$ cat config.mk
export PLATFORM = sky130hd
export DESIGN_NAME = simple_wb_master
export DESIGN_NICKNAME = d
export VERILOG_FILES = /design/src/rtl/simple_wb_master.sv
export SDC_FILE = /design/constraint.sdc
export NUM_CORES = 1
export LEC_CHECK = 0
export CAP_MARGIN = 10
export CORE_MARGIN = 5
export CORE_UTILIZATION = 42
export DETAILED_ROUTE_END_ITERATION = 7
export PLACE_DENSITY = 0.81
export SYNTH_ARGS = -nofsm -noshare
export SYNTH_HDL_FRONTEND = slang
export SYNTH_SLANG_ARGS = --single-unit
$ cat constraint.sdc
create_clock -name clk -period 1.8 [get_ports clk]
set_input_delay 0.27 -clock clk [delete_from_list [all_inputs] [get_ports clk]]
set_output_delay 0.27 -clock clk [all_outputs]
set_load 0.005 [all_outputs]
$ cat src/rtl/simple_wb_master.sv
// ---------------------------------------------------------------------------
// simple_wb_master
//
// Single-outstanding Wishbone classic bus master. One host command (read or
// write) becomes one Wishbone cycle, and exactly one response comes back to
// the host. The attached slaves raise ack and hold it until stb falls, so the
// master drops stb on the same edge it sees ack. It then waits for ack to go
// low again before taking the next command. A bounded counter abandons cycles
// whose slave never answers. A sticky flag records rising edges of the slave
// interrupt line.
//
// Ports:
//   clk, rst          system clock, synchronous active-high reset
//   cmd_stb/we/adr/dat host command (valid, direction, address, write data)
//   cmd_rdy           master idle; a command is taken when cmd_stb & cmd_rdy
//   rsp_valid         one-cycle response pulse
//   rsp_dat           read data (0 for writes and timeouts)
//   rsp_err           1 = cycle abandoned on timeout
//   wbm_*_o / wbm_*_i Wishbone master signals
//   wbm_int_i         slave interrupt, level
//   int_pending       sticky interrupt flag, cleared by int_clr
// ---------------------------------------------------------------------------
module simple_wb_master #(
   parameter int unsigned TIMEOUT  = 256,
   parameter int unsigned TO_WIDTH = 16
) (
   input  logic        clk,
   input  logic        rst,
   input  logic        cmd_stb,
   input  logic        cmd_we,
   input  logic [31:0] cmd_adr,
   input  logic [31:0] cmd_dat,
   output logic        cmd_rdy,
   output logic        rsp_valid,
   output logic [31:0] rsp_dat,
   output logic        rsp_err,
   output logic        wbm_we_o,
   output logic        wbm_cyc_o,
   output logic        wbm_stb_o,
   output logic [31:0] wbm_adr_o,
   output logic [31:0] wbm_dat_o,
   input  logic [31:0] wbm_dat_i,
   input  logic        wbm_ack_i,
   input  logic        wbm_int_i,
   output logic        int_pending,
   input  logic        int_clr
);

   localparam logic [1:0] ST_IDLE    = 2'd0;
   localparam logic [1:0] ST_REQ     = 2'd1;
   localparam logic [1:0] ST_ACK_LOW = 2'd2;

   localparam logic [TO_WIDTH-1:0] CNT_LAST = TO_WIDTH'(TIMEOUT - 1);

   logic [1:0]          state_q, state_d;
   logic [TO_WIDTH-1:0] cnt_q, cnt_d;
   logic                cyc_q, cyc_d;
   logic                we_q, we_d;
   logic [31:0]         adr_q, adr_d;
   logic [31:0]         dat_q, dat_d;
   logic                rsp_valid_q, rsp_valid_d;
   logic                rsp_err_q, rsp_err_d;
   logic [31:0]         rsp_dat_q, rsp_dat_d;
   logic                int_s_q, int_s_d;
   logic                int_prev_q, int_prev_d;
   logic                int_pend_q, int_pend_d;
   logic                int_set;

   // Bus-cycle sequencing. The counter is shared by REQ (waiting for ack) and
   // ACK_LOW (waiting for a held ack to drop); it is cleared on entry to each.
   always_comb begin
      state_d     = state_q;
      cnt_d       = cnt_q;
      cyc_d       = cyc_q;
      we_d        = we_q;
      adr_d       = adr_q;
      dat_d       = dat_q;
      rsp_valid_d = 1'b0;
      rsp_err_d   = 1'b0;
      rsp_dat_d   = rsp_dat_q;

      case (state_q)
         ST_IDLE: begin
            if (cmd_stb) begin
               adr_d   = cmd_adr;
               dat_d   = cmd_dat;
               we_d    = cmd_we;
               cyc_d   = 1'b1;
               cnt_d   = '0;
               state_d = ST_REQ;
            end
         end
         ST_REQ: begin
            // Ack is checked first so it beats a coincident timeout.
            if (wbm_ack_i) begin
               cyc_d       = 1'b0;
               rsp_dat_d   = we_q ? 32'd0 : wbm_dat_i;
               rsp_valid_d = 1'b1;
               cnt_d       = '0;
               state_d     = ST_ACK_LOW;
            end else if (cnt_q == CNT_LAST) begin
               cyc_d       = 1'b0;
               rsp_valid_d = 1'b1;
               rsp_err_d   = 1'b1;
               rsp_dat_d   = 32'd0;
               state_d     = ST_IDLE;
            end else begin
               cnt_d = cnt_q + 1'b1;
            end
         end
         ST_ACK_LOW: begin
            // A slave that never releases ack must not wedge the master.
            if (!wbm_ack_i || (cnt_q == CNT_LAST)) begin
               state_d = ST_IDLE;
            end else begin
               cnt_d = cnt_q + 1'b1;
            end
         end
         default: begin
            cyc_d   = 1'b0;
            state_d = ST_IDLE;
         end
      endcase
   end

   // Interrupt capture: one register stage, then a rising-edge detect on the
   // registered copy. A set on the same edge as a clear wins.
   always_comb begin
      int_s_d    = wbm_int_i;
      int_prev_d = int_s_q;
      int_set    = int_s_q & ~int_prev_q;
      if (int_set) begin
         int_pend_d = 1'b1;
      end else if (int_clr) begin
         int_pend_d = 1'b0;
      end else begin
         int_pend_d = int_pend_q;
      end
   end

   always_ff @(posedge clk) begin
      if (rst) begin
         state_q     <= ST_IDLE;
         cnt_q       <= '0;
         cyc_q       <= 1'b0;
         we_q        <= 1'b0;
         adr_q       <= '0;
         dat_q       <= '0;
         rsp_valid_q <= 1'b0;
         rsp_err_q   <= 1'b0;
         rsp_dat_q   <= '0;
         int_s_q     <= 1'b0;
         int_prev_q  <= 1'b0;
         int_pend_q  <= 1'b0;
      end else begin
         state_q     <= state_d;
         cnt_q       <= cnt_d;
         cyc_q       <= cyc_d;
         we_q        <= we_d;
         adr_q       <= adr_d;
         dat_q       <= dat_d;
         rsp_valid_q <= rsp_valid_d;
         rsp_err_q   <= rsp_err_d;
         rsp_dat_q   <= rsp_dat_d;
         int_s_q     <= int_s_d;
         int_prev_q  <= int_prev_d;
         int_pend_q  <= int_pend_d;
      end
   end

   // cmd_rdy is gated by rst so the host never sees ready during reset.
   assign cmd_rdy     = (state_q == ST_IDLE) && !rst;
   assign rsp_valid   = rsp_valid_q;
   assign rsp_err     = rsp_err_q;
   assign rsp_dat     = rsp_dat_q;
   assign wbm_cyc_o   = cyc_q;
   assign wbm_stb_o   = cyc_q;
   assign wbm_we_o    = we_q;
   assign wbm_adr_o   = adr_q;
   assign wbm_dat_o   = dat_q;
   assign int_pending = int_pend_q;

endmodule

==> out/metrics.cfg, run 1 <==
[sta]
max_freq_ghz = 0.5687
hold_viol_final = 0
relSlewSlack_pct = 64.94
fin_skew_ns = 0.008117
rsz0062_at_grt = yes
setup_violations = 0
whs_ns = 0.3155
worst_pin_slew_ns = 0.5254
timing.final.crit_period_ns = 1.758
final_max_slew_viol_count = 0
finalCritPeriodShare_pct = 97.68

[finish]
n_fill_cell = 825
seq_area_um2 = 2432
nNetsFinal = 870
multi_input_comb_area_um2 = 2100
drive_gt1_share_pct = 12.40
syn_to_final_growth_pct = 66.91
insertedDiodeCount = 0

[yosys]
syn_inst = 547
syn_nets = 654
syn_avg_cell_area_um2 = 8.392
synth.most_common_cell = nand2_1
syn_area_um2 = 4591
ys_seq_area_share_pct = 52.77
synth_common_cells = nand2_1, dfxtp_1, a21oi_1
ys_warn_count = 0
synthDominantCellAreaShare_pct = 52.77
ys_ff_latch = 121
yosys-top-cells-area = dfxtp_1, nand2_1, a21oi_1, a22oi_1, nor2_1
async_flop_share_pct = 0
ys_types = 41
synth_top_cell_by_area = dfxtp_1
synth-edff-count = 0
synth_flop_cell = dfxtp_1

[detailed_routing]
drt-total-wl_um = 14730
dr.pass1.iters = 5
drc = 0
avgRoutedWirePerCell_um = 16.11
avgViaCountPerCell = 5.230
vias = 4780
ant_nets = 0
drt_iter0_drc = 399

[global_route]
antenna_found_initial = 0
grt_pass1_vias = 4658
grt_first_pass_wirelength_um = 22740
grt_max_degree = 66
grt_usage_pct = 21.54
grt_overflow_total = 0

[critical_path]
startpoint_type = flip-flop
crit_path_max_fanout = 4
cp_cell_sequence = buf_4 > ha_4 > nand2b_1 > o21ai_1 > nand4_1 > or3_1 > o211ai_1
r2r_slack_ns = 0.04
cp_top_family = simple AND/OR/NAND/NOR gates
critPathArrivalTime_ns = 2.18
crit_start = state_q[0]
reg2regPathDepth = 7
path_depth = 7
end_kind = flip-flop
crit_type = flip-flop to flip-flop
r2r_start = state_q[0]
cpPeakStageDelay_ns = 0.42
endpoint = cnt_q[10]
worstPathRequired_ns = 2.22
cp_slowest_cell = or3_1
cp.buffers_inverters = 1
reg2reg_to = cnt_q[10]

[job]
drv_cap = 0

[floorplan]
fp-row-count = 38
die_w_um = 114.5
start_util_pct = 42.53
die_y_um = 114.5
io_pins = 206
die_area_um2 = 13120
core_um2 = 10790

[power_and_ir_drop]
p_per_area_nw_per_um2 = 958.9
irDropWorstVdd_v = 0.0006341
leakage_nw = 2.872
power_mw = 7.347

[clock_tree]
ctsRootBufferMaster = clkbuf_8
cts.path.max_buffers = 2
cts_buffers = 17
worstSkewPairLatency_ns = 0.50
cts-htree-levels = 4
cts.sinks = 121
cts_tree = built
cts.reportedPaths.clkPinSlew_ns = 0.06

[placement]
hpwlAfterDp_um = 10450
io_buffers = 205
routabilityCongestion = 0.9059

[outcome]
status = finished, final reports clean

[min_path]
hold_path_class = input port to flip-flop

report_power, final:
| part | switching (mW) | total [mW] | internal, mW |
|---|---|---|---|
| logic | 0.503 | 1.17 | 0.669 |
| clock network | 1.13 | 3.26 | 2.13 |
| registers | 0.0831 | 2.92 | 2.83 |
| total | 1.71 | 7.35 | 5.63 |
logic make-up (layout without fill, tap and decap cells):
kind of cell | after synthesis | in the layout | share of synthesized area, %
buffers and inverters | 46 | 273 | 4.252
AOI/OAI and AO/OA | 140 | 140 | 19.19
DFF | 121 | 121 | 52.77
muxes | 1 | 1 | 0.2181
and+or+nand+nor | 235 | 235 | 22.49
adders and majority gates | 4 | 4 | 1.090
flip-flops by register name, indices dropped and copies added (netlist names):
register	count
wbm_cyc_o	1
rsp_err	1
rsp_valid	1
int_prev_d	1
int_pending	1
wbm_we_o	1
wbm_dat_o	32
state_q	2
int_prev_q	1
wbm_adr_o	32
cnt_q	16
rsp_dat	32
routing by layer:
metal | vias up | track usage [%] | share of wire (%)
li1 | 2320 | - | -
met1 | 2213 | 25.16 | 40
met2 | 214 | 35.43 | 48
met3 | 33 | 7.664 | 9.1
met4 | 0 | 9.660 | 2.8
met5 | - | 0 | 0
cell type report:
class                   instances  share of cell area, %
repair buffers                235                  30.57
clock inverters                 7                  1.192
inverters                       8                 0.4572
flip-flops and latches        121                  31.74
clock buffers                  23                  6.352
well taps                     140                  2.286
multi-input cells             380                  27.40
what timing repair did:
item	4_1_cts	5_1_grt
endpoints found under the setup margin	12	44
hold buffers	1	0
pin swaps	4	5
resized for setup	17	23
setup buffers	2	0
hold endpoints to repair	1	0
cells in the final DEF, fill, tap and decap left out, drive strengths merged, types with 2 or more instances in the layout:
cell	count
buf	31
bufinv	2
o311ai	12
or3	3
clkbuf	23
clkinv	4
nor4	4
nor2b	5
and3	5
o22ai	2
a21oi	70
nor2	48
a22oi	32
nand3	6
and4	3
a31oi	4
nor3	2
inv	8
nand4	9
clkdlybuf4s50	203
nand2	144
o21ai	15
dfxtp	121
nand2b	3
ha	4
through the flow:
step	std cells	cell area [um2]	setup TNS, ns	worst slack [ns]	utilization, %
floorplan	547	4591	0	0.1509	-
global placement	881	6928	-0.004289	-0.004289	64.19
detailed placement	881	6928	-0.7516	-0.09841	64.19
CTS	914	7581	0	0.007460	70.24
global route	914	7662	-0.1851	-0.04797	70.99
finish	914	7662	0	0.04171	70.99
tightest hold or removal path: stages:
cell and delay (ns):
clkdlybuf4s50_1 0.40, nand2_1 0.05, a21oi_1 0.05
how the worst min path moves through the flow:
| stage | from | to | slack [ns] | depth (start not counted) |
|---|---|---|---|---|
| floorplan | wbm_int_i | int_prev_d | 0.40 | 1 |
| global placement | wbm_adr_o[16] | wbm_adr_o[16] | 0.44 | 2 |
| detailed placement | wbm_adr_o[16] | wbm_adr_o[16] | 0.45 | 2 |
| CTS | cmd_dat[12] | wbm_dat_o[12] | 0.29 | 3 |
| global route | cmd_adr[4] | wbm_adr_o[4] | 0.30 | 3 |
| finish | cmd_dat[12] | wbm_dat_o[12] | 0.32 | 3 |
Note: power is estimated with default switching activity, not from simulation.
==> inputs of run 2 (changes only) <==
- MAX_ROUTING_LAYER: not set -> met4
- REMOVE_ABC_BUFFERS: not set -> 1
==> run 2 against run 1 <==
Effect of this change:
- the flow now finishes with violations (setup timing)
- combinational power about the same
- sequential share of layout area is 0.076 points lower
- sequential cell count unchanged
- power fell by 0.66%
- non-clock buffer count rose by 4
- design area is essentially flat
- die area unchanged
- clock skew rose by 0.0018 ns
- critical path depth grew 1
- setup slack got worse by 0.094 ns
- register-to-register slack worse by 0.09 ns
- critical endpoint is now cnt_q[11]
- largest cell class unchanged
- highest routed layer unchanged
==> out/metrics.cfg, run 2 (synthesis gave the netlist of run 1 again) <==
[outcome]
status = finished with violations  ; was finished, final reports clean
violations = setup timing

[global_route]
antenna_found_initial = 0  ; unchanged
grt_first_pass_wirelength_um = 23140  ; was 22740 um
grt_usage_pct = 22.55  ; was 21.54%
grt_max_degree = 44  ; was 66
grt_pass1_vias = 4860  ; was 4658
grt_overflow_total = 0  ; unchanged

[critical_path]
crit_path_max_fanout = 10  ; was 4
reg2reg_to = cnt_q[11]  ; was cnt_q[10]
end_kind = flip-flop  ; unchanged
endpoint = cnt_q[11]  ; was cnt_q[10]
r2r_start = state_q[1]  ; was state_q[0]
r2r_slack_ns = -0.05  ; was 0.04 ns
worstPathRequired_ns = 2.17  ; was 2.22 ns
reg2regPathDepth = 8  ; was 7
startpoint_type = flip-flop  ; unchanged
critPathArrivalTime_ns = 2.22  ; was 2.18 ns
crit_type = flip-flop to flip-flop  ; unchanged
crit_start = state_q[1]  ; was state_q[0]

[placement]
routabilityCongestion = 0.9215  ; was 0.9059
post_dp_cell_area_um2 = 6965  ; was 6928 um2
hpwlAfterDp_um = 10550  ; was 10450 um
dp_cells = 886  ; was 881
io_buffers = 205  ; unchanged

[finish]
layout_common_cells = clkdlybuf4s50_1, nand2_1, dfxtp_1  ; unchanged
n_fill_cell = 803  ; was 825
nNetsFinal = 874  ; was 870
insertedDiodeCount = 0  ; unchanged
final_cells = 918  ; was 914
syn_to_final_growth_pct = 66.88  ; was 66.91%
drive_gt1_share_pct = 12.47  ; was 12.40%
final_common_cell = clkdlybuf4s50_1  ; unchanged
design_area_um2 = 7661  ; was 7662 um2

[detailed_routing]
vias = 4834  ; was 4780
ant_nets = 0  ; unchanged
avgViaCountPerCell = 5.266  ; was 5.230
drt_iter0_drc = 474  ; was 399
avgRoutedWirePerCell_um = 16.38  ; was 16.11 um
drt-total-wl_um = 15030  ; was 14730 um
dr.pass1.iters = 5  ; unchanged
drc = 0  ; unchanged

[floorplan]
fp-row-count = 38  ; unchanged
die_y_um = 114.5  ; unchanged
core_um2 = 10790  ; unchanged
start_util_pct = 42.53  ; unchanged
die_w_um = 114.5  ; unchanged
die_area_um2 = 13120  ; unchanged
io_pins = 206  ; unchanged

[sta]
hold_viol_final = 0  ; unchanged
relSlewSlack_pct = 62.05  ; was 64.94%
timing.final.crit_period_ns = 1.852  ; was 1.758 ns
max_freq_ghz = 0.5399  ; was 0.5687 GHz
rsz0062_at_grt = yes  ; unchanged
fin_skew_ns = 0.009930  ; was 0.008117 ns
setup_ws_ns = -0.05213  ; was 0.04171 ns
setup_violations = 2  ; was 0
worst_pin_slew_ns = 0.5686  ; was 0.5254 ns
whs_ns = 0.09255  ; was 0.3155 ns
final_max_slew_viol_count = 0  ; unchanged
tns_ns = -0.08679  ; was 0 ns
finalCritPeriodShare_pct = 102.9  ; was 97.68%

[clock_tree]
cts-htree-levels = 4  ; unchanged
cts.sinks = 121  ; unchanged
cts.path.max_buffers = 2  ; unchanged
cts.reportedPaths.clkPinSlew_ns = 0.06  ; about the same
ctsRootBufferMaster = clkbuf_8  ; unchanged
worstSkewPairLatency_ns = 0.50  ; about the same
cts_tree = built  ; unchanged
cts_buffers = 17  ; unchanged

[power_and_ir_drop]
irDropWorstVdd_v = 0.0006051  ; was 0.0006341 V
leakage_nw = 2.883  ; was 2.872 nW
power_mw = 7.299  ; was 7.347 mW
p_per_area_nw_per_um2 = 952.7  ; was 958.9 nW/um2

[job]
drv_cap = 0  ; unchanged

[min_path]
hold_path_class = input port to flip-flop  ; unchanged

## run 2: changes by cell type in the layout (fill, tap and decap cells not counted), moves of 2 or more
cell	previous run	this run
nor2_2	4	2
o311ai_2	4	6
dfxtp_1	113	118
inv_2	0	2
o311ai_1	8	6
dfxtp_2	8	3
clkbuf_8	6	4
buf_4	23	29
## run 2: worst max-delay path, stage by stage (launching register included)
cell	delay (ns)
dfxtp_2	0.38
inv_2	0.07
ha_2	0.21
nor3_1	0.39
nor2_4	0.09
and4_1	0.20
buf_4	0.18
nand3_1	0.11
o311ai_2	0.10
## run 2: final cells by class
type                            count  area [um2]  share of cell area, %
Clock inverter                      8       96.34                  1.258
Timing Repair Buffer              239        2370                  30.93
Tap cell                          140       175.2                  2.286
Sequential cell                   121        2426                  31.67
Inverter                            8       32.53                 0.4246
Clock buffer                       22       462.9                  6.043
Multi-Input combinational cell    380        2098                  27.39
## run 2: what timing repair did
action / CTS / global route
endpoints found under the setup margin: 17 / 19
hold buffers: 0 / 0
pin swaps: 2 / 2
resized for setup: 12 / 19
setup buffers: 1 / 1
cloned: 0 / 0
## run 2: worst min-delay path by stage
stage                       start            end  depth (start not counted)
floorplan                     rst    int_pending                          1
global placement    wbm_dat_o[26]  wbm_dat_o[26]                          2
detailed placement  wbm_dat_o[17]  wbm_dat_o[17]                          2
CTS                           rst     state_q[1]                          2
global route                  rst        rsp_err                          2
finish                        rst        rsp_err                          2
## run 2: through the flow
stage               utilization, %  worst slack [ns]
global placement             64.54         -0.001111
floorplan                        -            -1.184
detailed placement           64.54          -0.08702
global route                 70.98           -0.1326
CTS                          69.99         0.0003819
finish                       70.98          -0.05213
## run 2: report_power, final
group	leakage (nW)	total, mW	switching, mW	internal (mW)
sequential	0.989	2.92	0.0829	2.83
clock	0.276	3.19	1.14	2.05
combinational	1.62	1.19	0.515	0.675
total	2.88	7.30	1.74	5.56
## run 2: metal layers
metal / GRT usage (%) / share of wire, % / wire [um]
met5: - / 0 / 0
met4: 9.343 / 3.1 / 463
met3: 5.920 / 7.6 / 1140
met2: 37.02 / 49 / 7299
met1: 26.12 / 41 / 6130
==> inputs of run 3 (changes only) <==
- SKIP_CTS_REPAIR_TIMING: not set -> 1
==> run 3 against run 2 <==
Effect of this change:
- the run still ends with setup timing left
- core utilization increased by 0.92 points
- die area unchanged
- clock-buffer cell count unchanged
- wire length increased by 1.4%
- register-to-register slack improved by 0.05 ns
- clock power about the same
- via count increased by 1.5%
- worst hold slack got worse by 0.0020 ns
- global-route usage decreased by 0.26 points
- combinational power about the same
- critical path type unchanged
- highest routed layer unchanged
==> out/metrics.cfg, run 3 (synthesis gave the netlist of run 1 again) <==
[floorplan]
fp-row-count = 38  ; unchanged
start_util_pct = 42.53  ; unchanged
die_area_um2 = 13120  ; unchanged
die_y_um = 114.5  ; unchanged
core_um2 = 10790  ; unchanged
die_w_um = 114.5  ; unchanged
io_pins = 206  ; unchanged

[detailed_routing]
drt-total-wl_um = 15240  ; was 15030 um
dr.pass1.iters = 6  ; was 5
ant_nets = 0  ; unchanged
drc = 0  ; unchanged
avgRoutedWirePerCell_um = 16.49  ; was 16.38 um
avgViaCountPerCell = 5.311  ; was 5.266
vias = 4907  ; was 4834
drt_iter0_drc = 550  ; was 474

[sta]
finalCritPeriodShare_pct = 100.2  ; was 102.9%
setup_ws_ns = -0.003489  ; was -0.05213 ns
fin_skew_ns = 0.01199  ; was 0.009930 ns
hold_viol_final = 0  ; unchanged
timing.final.crit_period_ns = 1.803  ; was 1.852 ns
max_freq_ghz = 0.5545  ; was 0.5399 GHz
tns_ns = -0.003489  ; was -0.08679 ns
setup_violations = 1  ; was 2
relSlewSlack_pct = 60.80  ; was 62.05%
rsz0062_at_grt = yes  ; unchanged
final_max_slew_viol_count = 0  ; unchanged
worst_pin_slew_ns = 0.5874  ; was 0.5686 ns

[global_route]
grt_max_degree = 44  ; unchanged
antenna_found_initial = 0  ; unchanged
grt_overflow_total = 0  ; unchanged
grt_first_pass_wirelength_um = 22910  ; was 23140 um
grt_pass1_vias = 4833  ; was 4860
grt_usage_pct = 22.29  ; was 22.55%

[finish]
n_fill_cell = 794  ; was 803
syn_to_final_growth_pct = 69.04  ; was 66.88%
layout_common_cells = clkdlybuf4s50_1, nand2_1, dfxtp_1  ; unchanged
insertedDiodeCount = 0  ; unchanged
utilization_pct = 71.90  ; was 70.98%
final_common_cell = clkdlybuf4s50_1  ; unchanged
drive_gt1_share_pct = 14.03  ; was 12.47%
nNetsFinal = 880  ; was 874

[critical_path]
cpPeakStageDelay_ns = 0.37  ; was 0.39 ns
worstPathRequired_ns = 2.17  ; about the same
crit_path_max_fanout = 5  ; was 10
cp_cell_sequence = inv_4 > ha_4 > nor2b_4 > o21ai_2 > buf_4 > buf_6 > buf_6 > nor2_1 > o311ai_1 > o21ai_1  ; was inv_2 > ha_2 > nor3_1 > nor2_4 > and4_1 > buf_4 > nand3_1 > o311ai_2
crit_type = flip-flop to flip-flop  ; unchanged
end_kind = flip-flop  ; unchanged
cp_slowest_cell = dfxtp_2  ; was nor3_1
startpoint_type = flip-flop  ; unchanged
critPathArrivalTime_ns = 2.17  ; was 2.22 ns
path_common_cell = buf_6

[placement]
hpwlAfterDp_um = 10550  ; unchanged
io_buffers = 205  ; unchanged
routabilityCongestion = 0.9215  ; unchanged

[clock_tree]
cts_tree = built  ; unchanged
cts_buffers = 17  ; unchanged
cts-htree-levels = 4  ; unchanged
ctsRootBufferMaster = clkbuf_8  ; unchanged
cts.sinks = 121  ; unchanged
worstSkewPairLatency_ns = 0.51  ; was 0.50 ns
cts.path.max_buffers = 2  ; unchanged
cts.reportedPaths.clkPinSlew_ns = 0.06  ; about the same

[power_and_ir_drop]
leakage_nw = 2.950  ; was 2.883 nW
irDropWorstVdd_v = 0.0006065  ; was 0.0006051 V
p_per_area_nw_per_um2 = 942.1  ; was 952.7 nW/um2
power_mw = 7.310  ; was 7.299 mW

[outcome]
status = finished with violations  ; unchanged
violations = setup timing  ; unchanged

[min_path]
hold_path_class = input port to flip-flop  ; unchanged

[job]
drv_cap = 0  ; unchanged

[run 3: changes by cell type in the layout (fill, tap and decap cells not counted), moves of 3 or more]
| cell | previous run | this run |
|---|---|---|
| dfxtp_2 | 3 | 8 |
| buf_4 | 29 | 32 |
| o21ai_2 | 1 | 4 |
| dfxtp_1 | 118 | 113 |
[run 3: layout make-up]
type / instances / area, um2 / area share [%]
Sequential cell: 121 / 2432 / 31.34
Timing Repair Buffer: 245 / 2430 / 31.31
Multi-Input combinational cell: 380 / 2131 / 27.46
Clock buffer: 22 / 462.9 / 5.966
Tap cell: 140 / 175.2 / 2.257
Clock inverter: 8 / 96.34 / 1.242
Inverter: 8 / 32.53 / 0.4192
[run 3: worst max-delay path, delay by kind of cell, from the launching register on]
kind | cells | cell delay (ns)
adder cells (fa/ha/maj) | 1 | 0.17
buffers and inverters | 4 | 0.41
AO/OA/AOI/OAI | 3 | 0.55
flip-flops | 1 | 0.37
AND/OR/NAND/NOR | 2 | 0.17
[run 3: layer usage]
metal  vias up  routed length, um  track usage [%]
met3        41               1240            5.867
li1       2332                  -                -
met4         0                439            9.105
met5         -                  0                -
met1      2294               6061            26.00
met2       240               7498            36.44
[run 3: worst paths after layout]
kind	from	endpoint	slack (ns)	cells after the start
max	state_q[1]	cnt_q[8]	-0.003	10
max reg2reg	state_q[1]	cnt_q[8]	-0.003	10
min reg2reg	wbm_dat_o[17]	wbm_dat_o[17]	0.45	2
min	rst	state_q[1]	0.09	2
[run 3: through the flow]
stage          hold WS (ns)  std cells  area (um2)  worst slack (ns)
4_1_cts             0.04966        916        7525           -0.4121
2_1_floorplan        0.3391        509        4425            -1.184
3_3_place_gp         0.4408        886        6965         -0.001111
3_5_place_dp         0.4463        886        6965          -0.08702
6_report            0.09055        924        7760         -0.003489
5_1_grt             0.08761        924        7760          -0.07126
[run 3: where the power goes]
group / switching, mW / internal, mW / total (mW)
clock: 1.15 / 2.05 / 3.20
sequential: 0.0825 / 2.83 / 2.92
combinational: 0.514 / 0.679 / 1.19
